$ cat src/rtl/tt_um_wokwi_395355133883896833_pkg.sv
// Shared definitions for the counter/LFSR/load block.
// Holds the mode encodings and the active-high seven-segment code table.
package tt_um_wokwi_395355133883896833_pkg;

    typedef enum logic [1:0] {
        MODE_UP   = 2'b00,
        MODE_DOWN = 2'b01,
        MODE_LFSR = 2'b10,
        MODE_LOAD = 2'b11
    } mode_e;

    // Segment bit0 = a .. bit6 = g; entry 15 is listed first (packed MSB).
    localparam logic [15:0][6:0] SEG_TABLE = {
        7'h71, 7'h79, 7'h5E, 7'h39, 7'h7C, 7'h77, 7'h6F, 7'h7F,
        7'h07, 7'h7D, 7'h6D, 7'h66, 7'h4F, 7'h5B, 7'h06, 7'h3F
    };

endpackage

$ cat src/rtl/tt_um_wokwi_395355133883896833_seg7_decoder.sv
// Hex digit to active-high seven-segment pattern.
module seg7_decoder
    import tt_um_wokwi_395355133883896833_pkg::*;
(
    input  logic [3:0] digit_i,
    output logic [6:0] seg_o
);

    assign seg_o = SEG_TABLE[digit_i];

endmodule

$ cat src/rtl/tt_um_wokwi_395355133883896833.sv
// 8-bit state register stepped as up/down counter, Galois LFSR or nibble
// shift register; output shows raw state or parity plus 7-segment digit.
module tt_um_wokwi_395355133883896833
    import tt_um_wokwi_395355133883896833_pkg::*;
#(
    parameter logic [7:0] LFSR_TAPS   = 8'hB8,
    parameter logic [7:0] RESET_VALUE = 8'h00
) (
    input  logic       clk,
    input  logic       rst_n,
    input  logic [7:0] ui_in,
    output logic [7:0] uo_out
);

    logic       enable;
    mode_e      mode;
    logic       seg_sel;
    logic [3:0] nibble;

    logic [7:0] state_q;
    logic [7:0] state_d;
    logic [7:0] lfsr_next;
    logic [6:0] seg;

    assign enable  = ui_in[0];
    assign mode    = mode_e'(ui_in[2:1]);
    assign seg_sel = ui_in[3];
    assign nibble  = ui_in[7:4];

    // All-zero is the Galois lock-up state; kick it to 8'h01.
    assign lfsr_next = (state_q == 8'h00) ? 8'h01
                     : ({1'b0, state_q[7:1]} ^ (state_q[0] ? LFSR_TAPS : 8'h00));

    always_comb begin
        state_d = state_q;
        if (enable) begin
            unique case (mode)
                MODE_UP:   state_d = state_q + 8'd1;
                MODE_DOWN: state_d = state_q - 8'd1;
                MODE_LFSR: state_d = lfsr_next;
                MODE_LOAD: state_d = {state_q[3:0], nibble};
                default:   state_d = state_q;
            endcase
        end
    end

    always_ff @(posedge clk or negedge rst_n) begin
        if (!rst_n) begin
            state_q <= RESET_VALUE;
        end else begin
            state_q <= state_d;
        end
    end

    seg7_decoder u_seg7_decoder (
        .digit_i (state_q[3:0]),
        .seg_o   (seg)
    );

    always_comb begin
        uo_out = state_q;
        if (seg_sel) begin
            uo_out = {^state_q, seg};
        end
    end

endmodule

$ cat config.mk
export PLATFORM = sky130hd
export DESIGN_NAME = tt_um_wokwi_395355133883896833
export DESIGN_NICKNAME = d
export VERILOG_FILES = /design/src/rtl/tt_um_wokwi_395355133883896833_pkg.sv /design/src/rtl/tt_um_wokwi_395355133883896833_seg7_decoder.sv /design/src/rtl/tt_um_wokwi_395355133883896833.sv
export SDC_FILE = /design/constraint.sdc
export NUM_CORES = 1
export LEC_CHECK = 0
export CELL_PAD_IN_SITES_DETAIL_PLACEMENT = 1
export CELL_PAD_IN_SITES_GLOBAL_PLACEMENT = 1
export CORE_UTILIZATION = 42
export CTS_BUF_LIST = sky130_fd_sc_hd__clkbuf_8
export DETAILED_ROUTE_END_ITERATION = 12
export PLACE_DENSITY_LB_ADDON = 0.1
export SKIP_CTS_REPAIR_TIMING = 1
export SLEW_MARGIN = 10
export SYNTH_ARGS = -nofsm -noshare
export SYNTH_HDL_FRONTEND = slang
export SYNTH_HIERARCHICAL = 1
export SYNTH_SLANG_ARGS = --single-unit
$ cat constraint.sdc
create_clock -name clk -period 2.5 [get_ports clk]
set_input_delay 0.5 -clock clk [delete_from_list [all_inputs] [get_ports clk]]
set_output_delay 0.5 -clock clk [all_outputs]
set_load 0.005 [all_outputs]
==> key figures, run 1 <==
Status
  – Outcome: complete, but fails checks
  – Failing checks: design-rule violations, negative setup slack

Layout
  – Final instance area: 1637 um2
  – Layout cells sized above 1: 19.90%
  – Ant. Diodes: 0
  – Final #Nets: 220
  – Max reg flops: 8
  – Filler cells: approximately 360
  – Most common cell after layout, fill and taps aside: buf_4
  – Top flop regs: state_q: 8 flops
  – Area Overhead vs Synth: 26.74%
  – Final core utilization: between 50% and 60%
  – Commonest cells after routing, fill and taps aside: buf_4 (23), nand2_1 (19), o21ai_0 (16)
  – Top reg by flops: state_q

Worst setup path
  – FF-to-FF End: state_q[6]$_DFFE_PN0P_
  – WP data arrival: 2150 ps
  – Critical path required time: about 2000 ps
  – Slowest cell on crit path: mux4_1
  – Worst setup EP type: primary output
  – Crit-path cells: inv_1 -> ha_1 -> mux4_1 -> nand2_1 -> o21ai_0 -> clkdlybuf4s50_1
  – Startpoint types: register
  – Slowest stage delay, CP: roughly 500 ps
  – CP endpoint: uo_out[3]
  – CP Class: register to primary output
  – Launch point of the worst reg-to-reg path: state_q[1]$_DFFE_PN0P_
  – R2r worst-path depth: 10
  – Worst setup path startpoint: state_q[1]$_DFFE_PN0P_
  – FF-to-FF setup slack: 380 ps
  – Crit-path max FO: 4

Route
  – 1st-pass router iterations: 8
  – Antenna viol nets, final: 0
  – Via-to-Cell Ratio: 6.115
  – Initial DRC Count: 68
  – DRC: 2
  – DRT Wirelength: 3910 um
  – WL/cell: 17.22 um
  – Via Count: between 1000 and 1500

Synth
  – Ranking of synthesized cells by area: dfrtp_1 (16%), ha_1 (12%), o21ai_0 (6.2%), nand2_1 (5.5%), inv_1 (4.4%)
  – EDFF count, synth: 0
  – Syn avg cell area: approximately 7.8 um2
  – Sequential cell area fraction in the yosys report: 15.50%
  – Synth top area share: 15.50%
  – Flop and latch count out of synthesis: 8
  – Post-synth top area cell: dfrtp_1
  – Synth unique cells: 53
  – Ys Warns: 6
  – Ys async rst share: 100.0%
  – Mapped Area: between 1000 and 1500 um2
  – Cell count after synthesis: 166
  – Syn Nets: between 150 and 200
  – Post-synth top flop: dfrtp_1

Clock tree
  – Clock insertion delay at the later pin of the skew report: 230 ps
  – Clk slew on worst S/H paths: 50 ps
  – CTS tree: done
  – Clock buffer depth: 2
  – TritonCTS Sinks: 8
  – Inserted Clock Buffers: 3
  – H-tree depth: 1
  – Root Buffer: clkbuf_8

Global route
  – Global-route met1 utilization: 31.06%
  – Largest net degree at the start of global routing: 24
  – Global route total overflow: 0
  – Initial antenna violation count: 0
  – Vias in the first global route: 1343
  – Total GRT Usage: 25.06%
  – GR Layer Usage met2: between 40% and 50%
  – Grt met3 use: 2.948%
  – Busiest layer in global routing: met2
  – First-pass GRT wire length: 6313 um

Die
  – Die extent in x: 57.45 um
  – Ports: 18
  – Core area: 2829 um2
  – Initial Utilization: 45.64%
  – DIE AREA: 3300 um2
  – Die Y: 57.45 um
  – FP Rows: 19

Power
  – Power Density: 695.9 nW/um2
  – Lkg Pwr: 0.0007661 uW
  – Clk pwr share: approximately 14%
  – Sw Share: a little over two fifths
  – Max IR drop VDD: between 0.3 and 0.4 mV
  – Comb power frac: 69.1%
  – Sequential power share: 16.5%
  – Internal power: about 650 uW
  – Switching power: between 400 and 500 uW

Place
  – Placement Setup Slack: -47.12 ps
  – Placed cell areas: approximately 1600 um2
  – Post-DP HPWL: between 3000 and 4000 um
  – Port Buffer Count: 17
  – RD Place Congestion: 0.8693

Timing
  – Hold Vio Cnt, Final: 0
  – Setup TNS Final: -202.6 ps
  – Max Fclk: 376.9 MHz
  – Post-route setup slack: -153.2 ps
  – RSZ-0062 raised after global routing: true
  – Worst Hold Slack: 576.8 ps
  – Final Setup Violations: 2
  – Number of max-slew violations in the final report: 0
  – Crit path time final: 2653 ps
  – Slew of the pin with the lowest slew margin: approximately 440 ps
  – Slew headroom: 70.78%
  – Clk_skew: 5.602 ps
  – Final worst-path cycle share: 106.1%

Worst hold path
  – Hold WC Path Type: input port to asynchronous set/reset pin

Flow run
  – Max Cap Viol: 0
==> per-stage QoR <==
step                total power, uW  cells
finish                         1139    227
global route                   1233    227
CTS                            1134    226
detailed placement            964.2    223
global placement              930.2    223
floorplan                     687.1    166
==> critical path, delay by kind of cell (launching register included) <==
family          cells  cell delay, ps
flops               1             380
buf+inv             2             610
mux                 1             500
fa+ha+maj           1             280
compound gates      1              80
simple gates        1              80
==> cells by family after synthesis <==
kind of cell,Yosys count,share of synthesized area (%)
AOI/OAI and AO/OA,52,26.75
and+or+nand+nor,51,20.54
buffers and inverters,28,13.08
adders and majority gates,12,11.63
muxes,8,7.752
DFF,8,15.50
xor gates and xnor gates,7,4.748
==> power groups by stage <==
| stage | sequential, uW | combinational (uW) | clock [uW] |
|---|---|---|---|
| finish | 188 | 787 | 164 |
| global route | 192 | 867 | 173 |
| CTS | 187 | 782 | 165 |
| detailed placement | 189 | 775 | 0 |
| global placement | 186 | 744 | 0 |
| floorplan | 204 | 483 | 0 |
==> per-layer routing <==
| layer | wire, um | up-vias |
|---|---|---|
| li1 | - | 657 |
| met2 | 1943 | 50 |
| met4 | 127 | 0 |
| met5 | 0 | - |
| met1 | 1597 | 667 |
| met3 | 242 | 14 |
==> synth_stat cells, drive strengths merged (2+ instances only) <==
cell	instances
a21oi	11
a221o	2
a22o	3
a31oi	3
buf	4
clkbuf	8
dfrtp	8
ha	12
inv	15
mux2	3
mux2i	4
nand2	19
nand3	3
nor2	7
nor2b	2
nor3	7
nor3b	2
o211ai	3
o21a	2
o21ai	16
xnor2	5
xor2	2
==> area by class of cell <==
cell class	count	area, um2	area share (%)
repair buffers	40	357.8	21.87
clock buffers	3	41.29	2.523
inverters	15	56.30	3.440
well taps	31	38.79	2.370
flip-flops and latches	8	201.4	12.31
multi-input cells	130	940.9	57.49
==> worst min path at each step <==
stage / endpoint / slack, ps / cells past startpoint
2_1_floorplan: state_q[0]$_DFFE_PN0P_ / 200 / 0
3_3_place_gp: state_q[7]$_DFFE_PN0P_ / 550 / 1
3_5_place_dp: state_q[7]$_DFFE_PN0P_ / 580 / 1
4_1_cts: state_q[6]$_DFFE_PN0P_ / 590 / 1
5_1_grt: state_q[4]$_DFFE_PN0P_ / 600 / 1
6_report: state_q[6]$_DFFE_PN0P_ / 580 / 1
Power figures use the tool's default switching activity.
==> run 2: changes to the inputs <==
--- a/config.mk
+++ b/config.mk
@@ -5,6 +5,7 @@
 export SDC_FILE = /design/constraint.sdc
 export NUM_CORES = 1
 export LEC_CHECK = 0
+export ABC_AREA = 0
 export CELL_PAD_IN_SITES_DETAIL_PLACEMENT = 1
 export CELL_PAD_IN_SITES_GLOBAL_PLACEMENT = 1
 export CORE_UTILIZATION = 42
==> results of run 2 <==
No change in the layout: final DEF, timing and power equal those of run 1.
==> run 3: changes to the inputs <==
--- a/config.mk
+++ b/config.mk
@@ -10,6 +10,7 @@
 export CELL_PAD_IN_SITES_GLOBAL_PLACEMENT = 1
 export CORE_UTILIZATION = 42
 export CTS_BUF_LIST = sky130_fd_sc_hd__clkbuf_8
+export CTS_CLUSTER_DIAMETER = 150
 export DETAILED_ROUTE_END_ITERATION = 12
 export PLACE_DENSITY_LB_ADDON = 0.1
 export SKIP_CTS_REPAIR_TIMING = 1
==> results of run 3 <==
No change in the layout: final DEF, timing and power equal those of run 1.
